[src/rtl/multicycle_pkg.sv]
// Shared types and encodings for the multi-cycle RV32I control unit.
// State enum, opcodes, funct3 values and datapath select codes.
package multicycle_pkg;

    typedef enum logic [3:0] {
        S_FETCH    = 4'd0,
        S_DECODE   = 4'd1,
        S_MEMADR   = 4'd2,
        S_MEMREAD  = 4'd3,
        S_MEMWB    = 4'd4,
        S_MEMWRITE = 4'd5,
        S_EXECR    = 4'd6,
        S_EXECI    = 4'd7,
        S_ALUWB    = 4'd8,
        S_JAL      = 4'd9,
        S_BRANCH   = 4'd10,
        S_TRAP     = 4'd15
    } state_e;

    localparam logic [6:0] OP_LOAD   = 7'b0000011;
    localparam logic [6:0] OP_STORE  = 7'b0100011;
    localparam logic [6:0] OP_REG    = 7'b0110011;
    localparam logic [6:0] OP_IMM    = 7'b0010011;
    localparam logic [6:0] OP_JAL    = 7'b1101111;
    localparam logic [6:0] OP_BRANCH = 7'b1100011;

    localparam logic [2:0] F3_ADD = 3'b000;
    localparam logic [2:0] F3_SLT = 3'b010;
    localparam logic [2:0] F3_OR  = 3'b110;
    localparam logic [2:0] F3_AND = 3'b111;
    localparam logic [2:0] F3_BEQ = 3'b000;
    localparam logic [2:0] F3_BNE = 3'b001;
    localparam logic [2:0] F3_W   = 3'b010;

    localparam logic [2:0] ALU_ADD = 3'b000;
    localparam logic [2:0] ALU_SUB = 3'b001;
    localparam logic [2:0] ALU_AND = 3'b010;
    localparam logic [2:0] ALU_OR  = 3'b011;
    localparam logic [2:0] ALU_SLT = 3'b101;

    localparam logic [1:0] SRCA_PC    = 2'b00;
    localparam logic [1:0] SRCA_OLDPC = 2'b01;
    localparam logic [1:0] SRCA_REG   = 2'b10;

    localparam logic [1:0] SRCB_REG  = 2'b00;
    localparam logic [1:0] SRCB_IMM  = 2'b01;
    localparam logic [1:0] SRCB_FOUR = 2'b10;

    localparam logic [1:0] RES_ALUOUT = 2'b00;
    localparam logic [1:0] RES_MEM    = 2'b01;
    localparam logic [1:0] RES_ALU    = 2'b10;

    localparam logic [1:0] IMM_I = 2'b00;
    localparam logic [1:0] IMM_S = 2'b01;
    localparam logic [1:0] IMM_B = 2'b10;
    localparam logic [1:0] IMM_J = 2'b11;

    // Immediate format depends only on the opcode.
    function automatic logic [1:0] imm_src_of(input logic [6:0] op);
        logic [1:0] r;
        r = IMM_I;
        case (op)
            OP_STORE:  r = IMM_S;
            OP_BRANCH: r = IMM_B;
            OP_JAL:    r = IMM_J;
            default:   r = IMM_I;
        endcase
        return r;
    endfunction

endpackage

[src/rtl/multicycle_ctrl_if.sv]
// Control bus between the multi-cycle FSM and its datapath.
// master = control unit, slave = datapath / memory side.
interface multicycle_ctrl_if #(
    parameter int CNT_WIDTH = 32
);
    logic [6:0]           op;
    logic [2:0]           funct3;
    logic                 funct7b5;
    logic                 zero;
    logic                 mem_ready;
    logic                 pc_write;
    logic                 ir_write;
    logic                 reg_write;
    logic                 mem_req;
    logic                 mem_we;
    logic                 adr_src;
    logic [1:0]           alu_src_a;
    logic [1:0]           alu_src_b;
    logic [2:0]           alu_ctrl;
    logic [1:0]           result_src;
    logic [1:0]           imm_src;
    logic                 trap;
    logic [3:0]           state_dbg;
    logic [CNT_WIDTH-1:0] retired;

    modport master (
        input  op, funct3, funct7b5, zero, mem_ready,
        output pc_write, ir_write, reg_write, mem_req, mem_we,
        output adr_src, alu_src_a, alu_src_b, alu_ctrl,
        output result_src, imm_src, trap, state_dbg, retired
    );

    modport slave (
        output op, funct3, funct7b5, zero, mem_ready,
        input  pc_write, ir_write, reg_write, mem_req, mem_we,
        input  adr_src, alu_src_a, alu_src_b, alu_ctrl,
        input  result_src, imm_src, trap, state_dbg, retired
    );
endinterface

[src/rtl/multicycle_ctrl_alu_decoder.sv]
// ALU operation decode for OP / OP-IMM instructions.
// Also reports whether funct3 is one the core implements.
module alu_decoder
    import multicycle_pkg::*;
(
    input  logic [2:0] funct3,
    input  logic       funct7b5,
    input  logic       is_rtype,
    output logic [2:0] alu_ctrl,
    output logic       legal
);

    // funct7b5 only selects sub for register-register ops
    always_comb begin
        alu_ctrl = ALU_ADD;
        legal    = 1'b1;
        case (funct3)
            F3_ADD:  alu_ctrl = (is_rtype && funct7b5) ? ALU_SUB : ALU_ADD;
            F3_SLT:  alu_ctrl = ALU_SLT;
            F3_OR:   alu_ctrl = ALU_OR;
            F3_AND:  alu_ctrl = ALU_AND;
            default: legal    = 1'b0;
        endcase
    end

endmodule

[src/rtl/multicycle_ctrl.sv]
// Multi-cycle RV32I control FSM: sequences fetch, decode, execute,
// memory and writeback; stalls on mem_ready, counts retirements.
module multicycle_ctrl
    import multicycle_pkg::*;
#(
    parameter int CNT_WIDTH = 32
) (
    input  logic                clk,
    input  logic                rst,
    multicycle_ctrl_if.master   bus
);

    state_e               state_q, state_d;
    logic                 trap_q, trap_d;
    logic [CNT_WIDTH-1:0] retired_q, retired_d;

    logic [2:0] dec_alu_ctrl;
    logic       dec_legal;
    logic       is_rtype;
    logic       retire;

    assign is_rtype = (bus.op == OP_REG);

    alu_decoder u_alu_dec (
        .funct3   (bus.funct3),
        .funct7b5 (bus.funct7b5),
        .is_rtype (is_rtype),
        .alu_ctrl (dec_alu_ctrl),
        .legal    (dec_legal)
    );

    // Next-state selection, including illegal-instruction detection
    always_comb begin
        state_d = state_q;
        unique case (state_q)
            S_FETCH:
                if (bus.mem_ready) state_d = S_DECODE;
            S_DECODE:
                case (bus.op)
                    OP_LOAD, OP_STORE:
                        state_d = (bus.funct3 == F3_W) ? S_MEMADR : S_TRAP;
                    OP_REG:
                        state_d = dec_legal ? S_EXECR : S_TRAP;
                    OP_IMM:
                        state_d = dec_legal ? S_EXECI : S_TRAP;
                    OP_JAL:
                        state_d = S_JAL;
                    OP_BRANCH:
                        state_d = (bus.funct3 == F3_BEQ ||
                                   bus.funct3 == F3_BNE) ? S_BRANCH : S_TRAP;
                    default:
                        state_d = S_TRAP;
                endcase
            S_MEMADR:
                state_d = (bus.op == OP_LOAD) ? S_MEMREAD : S_MEMWRITE;
            S_MEMREAD:
                if (bus.mem_ready) state_d = S_MEMWB;
            S_MEMWB:    state_d = S_FETCH;
            S_MEMWRITE:
                if (bus.mem_ready) state_d = S_FETCH;
            S_EXECR:    state_d = S_ALUWB;
            S_EXECI:    state_d = S_ALUWB;
            S_ALUWB:    state_d = S_FETCH;
            S_JAL:      state_d = S_ALUWB;
            S_BRANCH:   state_d = S_FETCH;
            S_TRAP:     state_d = S_TRAP;
            default:    state_d = S_TRAP;
        endcase
    end

    // Retirement count and sticky trap flag
    always_comb begin
        retire = (state_d == S_FETCH) &&
                 (state_q == S_MEMWB  || state_q == S_MEMWRITE ||
                  state_q == S_ALUWB  || state_q == S_BRANCH);
        retired_d = retire ? retired_q + CNT_WIDTH'(1) : retired_q;
        trap_d    = trap_q | (state_d == S_TRAP);
    end

    // State, trap and counter registers with synchronous reset
    always_ff @(posedge clk) begin
        if (rst) begin
            state_q   <= S_FETCH;
            trap_q    <= 1'b0;
            retired_q <= '0;
        end else begin
            state_q   <= state_d;
            trap_q    <= trap_d;
            retired_q <= retired_d;
        end
    end

    // Datapath controls decoded from state; everything idle in reset
    always_comb begin
        bus.pc_write   = 1'b0;
        bus.ir_write   = 1'b0;
        bus.reg_write  = 1'b0;
        bus.mem_req    = 1'b0;
        bus.mem_we     = 1'b0;
        bus.adr_src    = 1'b0;
        bus.alu_src_a  = SRCA_PC;
        bus.alu_src_b  = SRCB_REG;
        bus.alu_ctrl   = ALU_ADD;
        bus.result_src = RES_ALUOUT;
        if (!rst) begin
            unique case (state_q)
                S_FETCH: begin
                    bus.mem_req    = 1'b1;
                    bus.alu_src_b  = SRCB_FOUR;
                    bus.result_src = RES_ALU;
                    bus.ir_write   = bus.mem_ready;
                    bus.pc_write   = bus.mem_ready;
                end
                S_DECODE: begin
                    bus.alu_src_a = SRCA_OLDPC;
                    bus.alu_src_b = SRCB_IMM;
                end
                S_MEMADR: begin
                    bus.alu_src_a = SRCA_REG;
                    bus.alu_src_b = SRCB_IMM;
                end
                S_MEMREAD: begin
                    bus.mem_req = 1'b1;
                    bus.adr_src = 1'b1;
                end
                S_MEMWB: begin
                    bus.result_src = RES_MEM;
                    bus.reg_write  = 1'b1;
                end
                S_MEMWRITE: begin
                    bus.mem_req = 1'b1;
                    bus.mem_we  = 1'b1;
                    bus.adr_src = 1'b1;
                end
                S_EXECR: begin
                    bus.alu_src_a = SRCA_REG;
                    bus.alu_src_b = SRCB_REG;
                    bus.alu_ctrl  = dec_alu_ctrl;
                end
                S_EXECI: begin
                    bus.alu_src_a = SRCA_REG;
                    bus.alu_src_b = SRCB_IMM;
                    bus.alu_ctrl  = dec_alu_ctrl;
                end
                S_ALUWB: begin
                    bus.reg_write = 1'b1;
                end
                S_JAL: begin
                    bus.alu_src_a = SRCA_OLDPC;
                    bus.alu_src_b = SRCB_FOUR;
                    bus.pc_write  = 1'b1;
                end
                S_BRANCH: begin
                    bus.alu_src_a = SRCA_REG;
                    bus.alu_src_b = SRCB_REG;
                    bus.alu_ctrl  = ALU_SUB;
                    bus.pc_write  = bus.zero ^ bus.funct3[0];
                end
                default: begin
                    bus.pc_write = 1'b0;
                end
            endcase
        end
    end

    assign bus.imm_src   = imm_src_of(bus.op);
    assign bus.trap      = trap_q;
    assign bus.state_dbg = state_q;
    assign bus.retired   = retired_q;

endmodule

[src/flat_wrapper.sv]
// flat-port wrapper written by rule: the top's interface ports become plain ports
module multicycle_ctrl_flat import multicycle_pkg::*;
#(
    parameter int CNT_WIDTH = 32
)
  (clk, rst, bus_op, bus_funct3, bus_funct7b5, bus_zero, bus_mem_ready, bus_pc_write, bus_ir_write, bus_reg_write, bus_mem_req, bus_mem_we, bus_adr_src, bus_alu_src_a, bus_alu_src_b, bus_alu_ctrl, bus_result_src, bus_imm_src, bus_trap, bus_state_dbg, bus_retired);
  multicycle_ctrl_if #(.CNT_WIDTH(CNT_WIDTH)) bus_i ();
  input  logic clk;
  input  logic rst;
  input wire logic [$bits(bus_i.op)-1:0] bus_op;
  input wire logic [$bits(bus_i.funct3)-1:0] bus_funct3;
  input wire logic [$bits(bus_i.funct7b5)-1:0] bus_funct7b5;
  input wire logic [$bits(bus_i.zero)-1:0] bus_zero;
  input wire logic [$bits(bus_i.mem_ready)-1:0] bus_mem_ready;
  output wire logic [$bits(bus_i.pc_write)-1:0] bus_pc_write;
  output wire logic [$bits(bus_i.ir_write)-1:0] bus_ir_write;
  output wire logic [$bits(bus_i.reg_write)-1:0] bus_reg_write;
  output wire logic [$bits(bus_i.mem_req)-1:0] bus_mem_req;
  output wire logic [$bits(bus_i.mem_we)-1:0] bus_mem_we;
  output wire logic [$bits(bus_i.adr_src)-1:0] bus_adr_src;
  output wire logic [$bits(bus_i.alu_src_a)-1:0] bus_alu_src_a;
  output wire logic [$bits(bus_i.alu_src_b)-1:0] bus_alu_src_b;
  output wire logic [$bits(bus_i.alu_ctrl)-1:0] bus_alu_ctrl;
  output wire logic [$bits(bus_i.result_src)-1:0] bus_result_src;
  output wire logic [$bits(bus_i.imm_src)-1:0] bus_imm_src;
  output wire logic [$bits(bus_i.trap)-1:0] bus_trap;
  output wire logic [$bits(bus_i.state_dbg)-1:0] bus_state_dbg;
  output wire logic [$bits(bus_i.retired)-1:0] bus_retired;
  assign bus_i.op = bus_op;
  assign bus_i.funct3 = bus_funct3;
  assign bus_i.funct7b5 = bus_funct7b5;
  assign bus_i.zero = bus_zero;
  assign bus_i.mem_ready = bus_mem_ready;
  assign bus_pc_write = bus_i.pc_write;
  assign bus_ir_write = bus_i.ir_write;
  assign bus_reg_write = bus_i.reg_write;
  assign bus_mem_req = bus_i.mem_req;
  assign bus_mem_we = bus_i.mem_we;
  assign bus_adr_src = bus_i.adr_src;
  assign bus_alu_src_a = bus_i.alu_src_a;
  assign bus_alu_src_b = bus_i.alu_src_b;
  assign bus_alu_ctrl = bus_i.alu_ctrl;
  assign bus_result_src = bus_i.result_src;
  assign bus_imm_src = bus_i.imm_src;
  assign bus_trap = bus_i.trap;
  assign bus_state_dbg = bus_i.state_dbg;
  assign bus_retired = bus_i.retired;
  multicycle_ctrl #(.CNT_WIDTH(CNT_WIDTH)) u_core (.clk(clk), .rst(rst), .bus(bus_i));
endmodule
[config.mk]
export PLATFORM = sky130hd
export DESIGN_NAME = multicycle_ctrl_flat
export DESIGN_NICKNAME = d
export VERILOG_FILES = /design/src/rtl/multicycle_pkg.sv /design/src/rtl/multicycle_ctrl_if.sv /design/src/rtl/multicycle_ctrl_alu_decoder.sv /design/src/rtl/multicycle_ctrl.sv /design/src/flat_wrapper.sv
export SDC_FILE = /design/constraint.sdc
export NUM_CORES = 1
export LEC_CHECK = 0
export ABC_CLOCK_PERIOD_IN_PS = 3100
export CAP_MARGIN = 20
export CORE_MARGIN = 3
export CORE_UTILIZATION = 49
export DETAILED_ROUTE_END_ITERATION = 12
export GPL_TIMING_DRIVEN = 0
export MAX_ROUTING_LAYER = met4
export PLACE_DENSITY = 0.81
export SYNTH_ARGS = -nofsm -noshare
export SYNTH_HDL_FRONTEND = slang
export SYNTH_SLANG_ARGS = --single-unit
export TNS_END_PERCENT = 50
[constraint.sdc]
create_clock -name clk -period 3.1 [get_ports clk]
set_clock_uncertainty 0.15 [all_clocks]
set_input_delay 0.775 -clock clk [delete_from_list [all_inputs] [get_ports clk]]
set_output_delay 0.775 -clock clk [all_outputs]
set_load 0.01 [all_outputs]
==> flow_summary_export.csv, run 1 <==
group,metric,value,unit
floorplan,dieArea,0.00607,sq mm
logic_synthesis,synth_compound_area_share,16.0,%
route,drtIter0Drc,207,
worst_setup_path,cp_max_fo,5,
global_route,grt_usage,26.4,%
timing,setup_viol,0,
clocking,numClockSinks,37,
worst_setup_path,r2r_start,"u_core.bus.retired[13]",
worst_setup_path,startpoint_type,"input pin",
global_route,grt_pass1_vias,2628,
timing,fin_crit,3030,ps
timing,slew-limit-headroom,32.2,%
logic_synthesis,synthCells,325,
min_path,min_to,"u_core.bus.trap",
min_path,hold_start,"u_core.bus.trap",
flow_run,maxCapViolCount,0,
worst_setup_path,path_class,"in -> out",
route,vias_per_cell,5.98,
worst_setup_path,crit_path_end_kind,"primary output",
logic_synthesis,synth_flop_cell,"dfxtp_1",
floorplan,chipHeight,77.9,um
logic_synthesis,postSynthAreaPerCell,7.80,sq um
timing,hold_viol_final,0,
floorplan,fp-row-count,25,
timing,fin_crit_sh,97.6,%
cells_and_area,fin_nets,413,
route,detail_route.wirelength,7610,um
route,via_count,2773,
logic_synthesis,synth_top_family_by_area,"simple AND/OR/NAND/NOR gates",
logic_synthesis,synth-async-reset-ratio,0,%
timing,drv_slew,0,
clocking,clk_pin_slew_worst_paths,70,ps
logic_synthesis,synthXorXnorAreaFrac,2.42,%
clocking,numCtsBuffers,5,
route,wl_per_cell,16.4,um
power_and_ir_drop,p_leak,1.27,nW
logic_synthesis,synth_edf_count,0,
logic_synthesis,yosys_warnings,0,
timing,finalSetupTns,0,ps
global_route,grt_pass1_wl,12800,um
timing,worst_pin_slew,1010,ps
logic_synthesis,synth_nets,341,
cells_and_area,diodes,0,
timing,max_freq,330,MHz
logic_synthesis,synth_simple_gate_area_share,37.6,%
floorplan,initial_utilization,52.3,%
global_route,antenna_found_initial,0,
logic_synthesis,muxShareOfSynthArea,9.28,%
clocking,clk_latency,290,ps
place,place_congestion,0.951,
worst_setup_path,cp_data_arrival_time,2100,ps
floorplan,num_io_pins,69,
power_and_ir_drop,p_total,1.85,mW
clocking,clock_path_buffers,2,
power_and_ir_drop,ir_worst_vdd,0.000352,V
global_route,grt_max_degree,17,
clocking,cts-root-buf,"clkbuf_8",
logic_synthesis,syn_area,0.00253,sq mm
cells_and_area,drive_gt1_share,17.1,%
worst_setup_path,cp_data_required_time,2170,ps
power_and_ir_drop,power_density,532,mW/mm^2
route,first_pass_iters,5,
clocking,cts_tree,"built",
global_route,overflow,0,
min_path,hold_path.class,"reg -> reg",
worst_setup_path,rrSetupSlack,440,ps
status,status,"finished, final reports clean",
min_path,hold_path_depth,1,
logic_synthesis,synth.yosys.seq_area_share,29.2,%
timing,rsz0062_at_grt,"no",
logic_synthesis,synth-seq-cells,37,
route,antenna_left,0,
worst_setup_path,ff2ff_path_depth,5,
clocking,htree_levels,2,
place,numPortBuffers,66,
cells_and_area,syn2layout_area_growth,37.2,%
floorplan,core,0.00485,sq mm
worst_setup_path,regToRegEndpoint,"u_core.bus.retired[25]",
logic_synthesis,yosys.area_share.adder,0.494,%
floorplan,die_x,77.9,um
route,drc,0,
logic_synthesis,ys_types,57,
place,hpwl,5530,um
-- layer usage --
metal  vias to the layer above  routed length [um]  share of wire (%)  global-route usage [%]
met3                        11                 452                5.9                    4.41
met1                      1305                3430                 45                    33.9
met5                         -                   0                  0                       -
li1                       1350                   -                  -                       -
met2                       107                3610                 47                    43.7
met4                         0                 110                1.4                    5.94
-- synth_stat cells (2+ instances only) --
| cell | n | area share, % |
|---|---|---|
| a21oi_1 | 15 | 3.0 |
| a31oi_1 | 2 | 0.49 |
| and2_1 | 3 | 0.74 |
| and3_1 | 4 | 0.99 |
| and4_1 | 3 | 1.0 |
| buf_1 | 2 | 0.30 |
| buf_2 | 4 | 0.79 |
| clkbuf_1 | 15 | 2.2 |
| dfxtp_1 | 37 | 29 |
| inv_1 | 8 | 1.2 |
| mux2_2 | 19 | 8.4 |
| nand2_1 | 22 | 3.3 |
| nand2b_1 | 3 | 0.74 |
| nand3_1 | 11 | 2.2 |
| nand4_1 | 9 | 2.2 |
| nor2_1 | 40 | 5.9 |
| nor2b_1 | 22 | 5.4 |
| nor3_1 | 12 | 2.4 |
| nor3b_1 | 2 | 0.59 |
| nor4_1 | 19 | 4.7 |
| nor4b_1 | 2 | 0.69 |
| o21ai_0 | 7 | 1.4 |
| o22ai_1 | 2 | 0.49 |
| o311ai_0 | 5 | 1.7 |
| o31ai_1 | 3 | 0.89 |
| o41ai_1 | 6 | 2.1 |
| or2_2 | 5 | 1.2 |
| or3_1 | 6 | 1.5 |
| or3b_4 | 2 | 0.89 |
| or4_1 | 3 | 0.89 |
| xnor2_1 | 4 | 1.4 |
| xor2_1 | 3 | 1.0 |
-- report_power, final --
| part | total (mW) | switching, mW | internal (mW) |
|---|---|---|---|
| Clock | 0.353 | 0.178 | 0.176 |
| Sequential | 0.591 | 0.0756 | 0.515 |
| Combinational | 0.906 | 0.508 | 0.397 |
| Total | 1.85 | 0.761 | 1.09 |
-- critical path, cell delays in order --
cell	delay, ps
dlygate4sd2_1	280
nand4bb_4	260
nor2_4	120
a21oi_1	60
or3_1	310
a21oi_1	150
buf_2	150
-- final cells by class --
class | instances | area (sq um)
timing repair buffer | 68 | 661
clock inverter | 1 | 7.51
multi-input combinational | 258 | 1750
buffer | 19 | 115
clock buffer | 6 | 82.6
fill | 400 | 1370
tap | 67 | 83.8
inverter | 8 | 33.8
sequential | 37 | 746
-- placed cells by master, fill, tap and decap left out, types with 4 or more instances in the layout --
cell type,n
or3_1,5
or2_2,5
o311ai_0,5
clkbuf_1,4
mux2_2,19
clkbuf_8,7
buf_2,7
nand2_1,22
buf_4,5
and3_1,4
inv_1,7
nand3_1,11
clkdlybuf4s50_1,48
nand4_1,9
o21ai_0,7
o41ai_1,5
nor3_1,11
dfxtp_2,4
a21oi_1,15
nor4_1,18
dlygate4sd2_1,14
dfxtp_1,33
xnor2_1,4
nor2_1,39
nor2b_1,22
-- stage by stage --
| stage | area (sq um) | cells | setup WS [ps] | hold slack, ps | util [%] |
|---|---|---|---|---|---|
| 2_1_floorplan | 2530 | 325 | 320 | 359 | - |
| 3_3_place_gp | 3280 | 458 | -837 | 317 | 67.6 |
| 3_5_place_dp | 3280 | 458 | -862 | 325 | 67.6 |
| 4_1_cts | 3440 | 464 | 27.8 | 340 | 70.9 |
| 5_1_grt | 3480 | 464 | 1.49 | 366 | 71.7 |
| 6_report | 3480 | 464 | 74.1 | 342 | 71.7 |
-- flip-flops by register name (all words and copies together) (netlist names) --
name / cells
u_core.bus.retired: 32
u_core.bus.state_dbg: 4
u_core.bus.trap: 1
-- what timing repair did --
item | CTS | global route
pin swaps | 3 | 3
setup buffers | 2 | 0
resized for setup | 43 | 17
setup endpoints to repair | 21 | 17
hold buffers | 0 | 0
-- worst max-delay path by stage --
stage | cells past startpoint | startpoint | slack, ps | endpoint
final | 7 | bus_op[2] | 70 | bus_alu_ctrl[0]
after global routing | 7 | bus_op[2] | 1 | bus_alu_ctrl[0]
after CTS | 5 | bus_op[3] | 30 | bus_imm_src[1]
after detailed placement | 7 | bus_op[2] | -860 | bus_alu_ctrl[0]
after global placement | 7 | bus_op[2] | -840 | bus_alu_ctrl[0]
after floorplan | 5 | bus_op[2] | 320 | bus_alu_ctrl[0]
-- cells by family after synthesis --
kind of cell | after synthesis
and+or+nand+nor | 174
AOI/OAI and AO/OA | 55
DFF | 37
buffers and inverters | 30
muxes | 21
xor gates and xnor gates | 7
adders and majority gates | 1
No activity file was read; power rests on OpenSTA's default activity.
==> inputs of run 2 (changes only) <==
--- a/config.mk
+++ b/config.mk
@@ -5,14 +5,16 @@
 export SDC_FILE = /design/constraint.sdc
 export NUM_CORES = 1
 export LEC_CHECK = 0
+export ABC_AREA = 1
 export ABC_CLOCK_PERIOD_IN_PS = 3100
 export CAP_MARGIN = 20
 export CORE_MARGIN = 3
-export CORE_UTILIZATION = 49
+export CORE_UTILIZATION = 51
 export DETAILED_ROUTE_END_ITERATION = 12
 export GPL_TIMING_DRIVEN = 0
 export MAX_ROUTING_LAYER = met4
-export PLACE_DENSITY = 0.81
+export PLACE_DENSITY = 0.82
+export SLEW_MARGIN = 20
 export SYNTH_ARGS = -nofsm -noshare
 export SYNTH_HDL_FRONTEND = slang
 export SYNTH_SLANG_ARGS = --single-unit
==> run 2 against run 1 <==
  * Hold slack improved by 26 ps
  * Via count increased by 29%
  * Setup slack improved by 20 ps
  * Maximum frequency increased by 0.65%
  * Synthesized cell count increased by 62%
==> flow_summary_export.csv, run 2 <==
group,metric,value,unit
worst_setup_path,regToRegEndpoint,"u_core.bus.retired[16]",
clocking,clk_latency,290,ps
route,wl_per_cell,13.1,um
worst_setup_path,crit_chain,"clkdlybuf4s50_1 > nand2_1 > nor2_1 > clkdlybuf4s50_1",
global_route,grt_pass1_vias,3225,
timing,drv_slew,0,
worst_setup_path,crit_path_end_kind,"primary output",
power_and_ir_drop,ir_worst_vdd,0.000556,V
clocking,clock_path_buffers,2,
floorplan,chipHeight,81.4,um
worst_setup_path,rrSetupSlack,840,ps
route,vias_per_cell,5.32,
worst_setup_path,path_class,"in -> out",
clocking,cts-root-buf,"clkbuf_8",
logic_synthesis,synth_nets,541,
logic_synthesis,netlist.area_leader.share,25.5,%
logic_synthesis,synth_flop_cell,"dfxtp_1",
logic_synthesis,synth-seq-cells,37,
global_route,grt_pass1_wl,14600,um
place,place_congestion,0.938,
timing,fin_crit_sh,97.0,%
global_route,busiest_layer,"met2",
place,numPortBuffers,67,
worst_setup_path,cp_max_fo,4,
power_and_ir_drop,p_leak,1.73,nW
floorplan,num_io_pins,69,
timing,hold_slack,368,ps
timing,hold_viol_final,0,
worst_setup_path,startpoint_type,"input pin",
min_path,min_to,"u_core.bus.trap",
route,drc,0,
route,drtIter0Drc,339,
worst_setup_path,r2r_start,"u_core.bus.state_dbg[3]",
cells_and_area,final_common_cell,"nand2_1",
timing,slew-limit-headroom,61.5,%
min_path,hold_path_depth,2,
worst_setup_path,crit_path_frequent_cell,"clkdlybuf4s50_1",
logic_synthesis,synth_edf_count,0,
clocking,numCtsBuffers,5,
timing,setup_viol,0,
timing,fin_crit,3010,ps
cells_and_area,largest_register_ffs,32,
global_route,use_met3,3.84,%
floorplan,initial_utilization,54.7,%
global_route,gr-usage-met2,48.6,%
floorplan,fp-row-count,26,
logic_synthesis,synthTopCellsByCount,"nand2_1, nor2_1, inv_1, nand3_1, dfxtp_1",
global_route,grt_usage,28.8,%
worst_setup_path,cp_data_arrival_time,2080,ps
floorplan,die_x,81.4,um
route,via_count,3567,
floorplan,dieArea,0.00663,sq mm
clocking,clk_pin_slew_worst_paths,90,ps
cells_and_area,diodes,0,
power_and_ir_drop,p_total,2.50,mW
floorplan,core,0.00530,sq mm
min_path,hold_start,"u_core.bus.trap",
global_route,grt_max_degree,14,
cells_and_area,drive_gt1_share,8.49,%
route,first_pass_iters,5,
global_route,overflow,0,
worst_setup_path,worst_path_largest_cell_delay,540,ps
clocking,numClockSinks,37,
logic_synthesis,ys_types,28,
logic_synthesis,postSynthAreaPerCell,5.53,sq um
status,status,"finished, final reports clean",
global_route,grt_use_met1,35.8,%
cells_and_area,fin_util,71.6,%
cells_and_area,final_cell_mix,"nand2_1, nor2_1, inv_1",
min_path,hold_path.class,"reg -> reg",
place,placedCellCount,662,
worst_setup_path,crit_slowest_cell,"clkdlybuf4s50_1",
clocking,htree_levels,2,
cells_and_area,fin_cells,671,
logic_synthesis,yosysTopAreaCell,"dfxtp_1",
worst_setup_path,ff2ff_path_depth,9,
route,antenna_left,0,
timing,max_freq,333,MHz
cells_and_area,fin_nets,616,
logic_synthesis,synth.yosys.seq_area_share,25.5,%
place,hpwl,6790,um
power_and_ir_drop,power_density,659,mW/mm^2
worst_setup_path,cp_data_required_time,2170,ps
clocking,cts_tree,"built",
logic_synthesis,yosys_warnings,0,
timing,worst_pin_slew,578,ps
cells_and_area,syn2layout_area_growth,30.7,%
flow_run,maxCapViolCount,0,
logic_synthesis,syn_area,0.00290,sq mm
route,detail_route.wirelength,8780,um
logic_synthesis,yosysMostFrequentCell,"nand2_1",
global_route,antenna_found_initial,0,
timing,rsz0062_at_grt,"yes",
logic_synthesis,synthCells,525,
logic_synthesis,synth_area_leaders,"dfxtp_1, nand2_1, nand3_1",
logic_synthesis,synth-async-reset-ratio,0,%
## run 2: cell count changes after synthesis, moves of 7 or more
| cell | before | now |
|---|---|---|
| clkbuf_1 | 15 | 5 |
| nor4_1 | 19 | 3 |
| nor2_1 | 40 | 95 |
| nand2_1 | 22 | 138 |
| nand3_1 | 11 | 81 |
| nor2b_1 | 22 | 0 |
| a21oi_1 | 15 | 8 |
| mux2_2 | 19 | 0 |
| inv_1 | 8 | 84 |
## run 2: metrics by stage
stage / worst slack, ps / TNS, ps / cell area (sq um)
6_report: 93.8 / 0 / 3790
5_1_grt: -4.37 / -4.37 / 3790
4_1_cts: -60.0 / -71.5 / 3780
3_5_place_dp: -378 / -1200 / 3660
3_3_place_gp: -305 / -1080 / 3660
2_1_floorplan: 604 / 0 / 2900
## run 2: metal layers
metal,part of all wire (%),vias to the layer above,wire (um)
met3,7.4,16,649
met2,48,159,4200
li1,-,1784,-
met4,1.5,0,134
met5,0,-,0
met1,43,1608,3800
## run 2: final cells by class
cell class	count	area (sq um)
Buffer	15	100
Timing Repair Buffer	68	676
Sequential cell	37	741
Clock inverter	3	46.3
Inverter	92	347
Multi-Input combinational cell	381	1730
Tap cell	70	87.6
Clock buffer	5	68.8
Fill cell	484	1510
## run 2: worst max path at each step
stage	depth (start not counted)	end	startpoint
global placement	6	bus_alu_src_b[0]	rst
CTS	7	bus_imm_src[1]	bus_op[3]
finish	4	bus_alu_ctrl[1]	bus_funct3[2]
detailed placement	9	bus_alu_ctrl[0]	bus_op[3]
floorplan	5	bus_alu_src_b[0]	rst
global route	7	bus_pc_write	bus_funct3[0]
## run 2: timing repair
action | 4_1_cts | 5_1_grt
hold buffers | 0 | 0
setup buffers | 0 | 1
setup endpoints to repair | 8 | 4
gates resized for setup | 11 | 7
pin swaps | 0 | 2
## run 2: worst max-delay path: cells and delay by family
| family | cells | cell delay (ps) |
|---|---|---|
| buffers and inverters | 2 | 1080 |
| and+or+nand+nor | 2 | 220 |
## run 2: cells by family after synthesis
group | share of synthesized area [%]
simple gates | 55.3
buf+inv | 15.2
flops | 25.5
compound gates | 3.32
xor+xnor | 0.302
fa+ha+maj | 0.431
## run 2: power breakdown
group	switching, mW	internal [mW]
Sequential	0.0528	0.514
Clock	0.197	0.241
Combinational	0.978	0.519
Total	1.23	1.27
==> inputs of run 3 (changes only) <==
--- a/config.mk
+++ b/config.mk
@@ -6,7 +6,7 @@
 export NUM_CORES = 1
 export LEC_CHECK = 0
 export ABC_AREA = 1
-export ABC_CLOCK_PERIOD_IN_PS = 3100
+export ABC_CLOCK_PERIOD_IN_PS = 3360
 export CAP_MARGIN = 20
 export CORE_MARGIN = 3
 export CORE_UTILIZATION = 51
==> constraint.sdc (replaced) <==
create_clock -name clk -period 3.36 [get_ports clk]
set_clock_uncertainty 0.15 [all_clocks]
set_input_delay 0.84 -clock clk [delete_from_list [all_inputs] [get_ports clk]]
set_output_delay 0.84 -clock clk [all_outputs]
set_load 0.01 [all_outputs]
==> run 3 against run 2 <==
  * Register-to-register slack improved by 260 ps
  * Hold slack improved by 12 ps
  * Cell area fell by 0.46%
  * Sequential power shrank 7.6%
  * Cell count down 0.30%
  * Wire length is 0.79% lower
  * Flip-flop and latch count stayed put
  * Setup slack got worse by 24 ps
  * Utilization down 0.33 points
  * Largest cell class unchanged
  * Via count fell by 0.34%
  * Global-route usage shrank 0.14 points
==> flow_summary_export.csv, run 3 (same netlist as run 2, synthesis figures left out) <==
group,metric,value,unit
status,status,"finished, final reports clean",
power_and_ir_drop,p_clk_share,17.4,%
min_path,hold_path.class,"reg -> reg",
cells_and_area,fill_cells,491,
route,vias_per_cell,5.31,
place,place_congestion,0.938,
place,dpl-instance-area,0.00366,sq mm
cells_and_area,fin_util,71.2,%
power_and_ir_drop,swShare,49.2,%
clocking,clock_path_buffers,2,
route,met1_length,3790,um
global_route,grt_pass1_wl,14600,um
cells_and_area,multi_input_area,0.00173,sq mm
floorplan,die_x,81.4,um
cells_and_area,final_area,0.00378,sq mm
route,wl_met2,4140,um
power_and_ir_drop,switchingPower,1.14,mW
worst_setup_path,cp_data_arrival_time,2300,ps
power_and_ir_drop,p_leak,1.68,nW
route,detail_route.wirelength,8710,um
timing,hold_viol_final,0,
worst_setup_path,crit_path_end_kind,"primary output",
worst_setup_path,crit_slowest_cell,"clkdlybuf4s50_1",
timing,max_freq,304,MHz
global_route,overflow,0,
min_path,hold_path_depth,2,
route,antenna_left,0,
worst_setup_path,crit_path_frequent_cell,"nand2_1",
place,dp_slack,-248,ps
global_route,grt_usage,28.6,%
route,top_layer,"met4",
worst_setup_path,crit_chain,"clkdlybuf4s50_1 > inv_1 > nand2_1 > nor2_4 > nand2_1 > nand2_1 > clkdlybuf4s50_1",
timing,setup_ws,69.7,ps
floorplan,fp-row-count,26,
route,drtIter0Drc,312,
timing,fin_crit,3290,ps
power_and_ir_drop,p_int,1.18,mW
timing,setup_viol,0,
place,numPortBuffers,67,
power_and_ir_drop,ir_worst_vdd,0.000514,V
route,via_count,3555,
timing,slew-limit-headroom,63.5,%
global_route,grt_max_degree,18,
route,drc,0,
clocking,clk_pin_slew_worst_paths,90,ps
worst_setup_path,cp_max_fo,6,
power_and_ir_drop,power_density,612,mW/mm^2
timing,rsz0062_at_grt,"no",
global_route,grt_pass1_vias,3215,
cells_and_area,syn2layout_area_growth,30.1,%
worst_setup_path,ff2ff_path_depth,14,
global_route,antenna_found_initial,0,
clocking,post-cts-setup-buffer-count,0,
worst_setup_path,cp_data_required_time,2370,ps
worst_setup_path,path_class,"in -> out",
floorplan,dieArea,0.00663,sq mm
route,wl_met3,613,um
power_and_ir_drop,pwr-share-seq,22.6,%
clocking,numClockSinks,37,
clocking,numCtsBuffers,5,
floorplan,initial_utilization,54.7,%
worst_setup_path,startpoint_type,"input pin",
floorplan,chipHeight,81.4,um
worst_setup_path,worst_path_largest_cell_delay,530,ps
clocking,cts-root-buf,"clkbuf_8",
cells_and_area,fin_nets,614,
power_and_ir_drop,p_comb_share,60.0,%
cells_and_area,largest_register_ffs,32,
clocking,clk_latency,290,ps
timing,hold_slack,380,ps
clocking,cts_tree,"built",
cells_and_area,diodes,0,
cells_and_area,drive_gt1_share,7.68,%
floorplan,core,0.00530,sq mm
route,wl_per_cell,13.0,um
clocking,htree_levels,2,
timing,finalSetupTns,0,ps
place,hpwl,6790,um
timing,worst_pin_slew,548,ps
cells_and_area,seq_area,741,sq um
flow_run,maxCapViolCount,0,
cells_and_area,final_cell_mix,"nand2_1, nor2_1, inv_1",
floorplan,num_io_pins,69,
cells_and_area,final_common_cell,"nand2_1",
route,first_pass_iters,5,
timing,drv_slew,0,
timing,fin_crit_sh,97.9,%
## run 3: final timing paths
| path | endpoint | slack [ps] | start |
|---|---|---|---|
| max reg2reg | u_core.bus.retired[10] | 1100 | u_core.bus.state_dbg[3] |
| min reg2reg | u_core.bus.trap | 380 | u_core.bus.trap |
| max | bus_imm_src[1] | 70 | bus_op[3] |
| min | u_core.bus.trap | 380 | u_core.bus.trap |
## run 3: power by group through the flow
stage / clock (mW) / sequential [mW] / combinational, mW
after floorplan: 0 / 0.540 / 0.894
after global placement: 0 / 0.533 / 1.35
after detailed placement: 0 / 0.534 / 1.37
after CTS: 0.402 / 0.523 / 1.37
after global routing: 0.423 / 0.529 / 1.49
final: 0.402 / 0.524 / 1.39
## run 3: final cells by class
| cell class | count | share of cell area (%) |
|---|---|---|
| sequential | 37 | 19.6 |
| clock inverter | 3 | 1.23 |
| multi-input combinational | 381 | 45.7 |
| inverter | 92 | 9.21 |
| clock buffer | 5 | 1.82 |
| timing repair buffer | 67 | 17.7 |
| buffer | 14 | 2.42 |
| tap | 70 | 2.32 |
## run 3: through the flow
stage               instances  power (mW)
global placement          662        1.89
finish                    669        2.31
global route              669        2.45
CTS                       669        2.29
floorplan                 525        1.43
detailed placement        662        1.90
## run 3: routing by layer
layer / up-vias / global-route usage [%]
met5: - / -
met4: 0 / 8.95
met3: 18 / 4.06
met2: 156 / 48.3
met1: 1603 / 35.3
li1: 1778 / -
## run 3: worst max-delay path: cells and delay by family
kind / cells / cell delay, ps
AND/OR/NAND/NOR: 4 / 400
buffers and inverters: 3 / 1060
## run 3: repair_timing
| item | in CTS | in global routing |
|---|---|---|
| gates resized for setup | 6 | 2 |
| hold endpoints to repair | 0 | 0 |
| hold buffers | 0 | 0 |
| endpoints found under the setup margin | 4 | 3 |
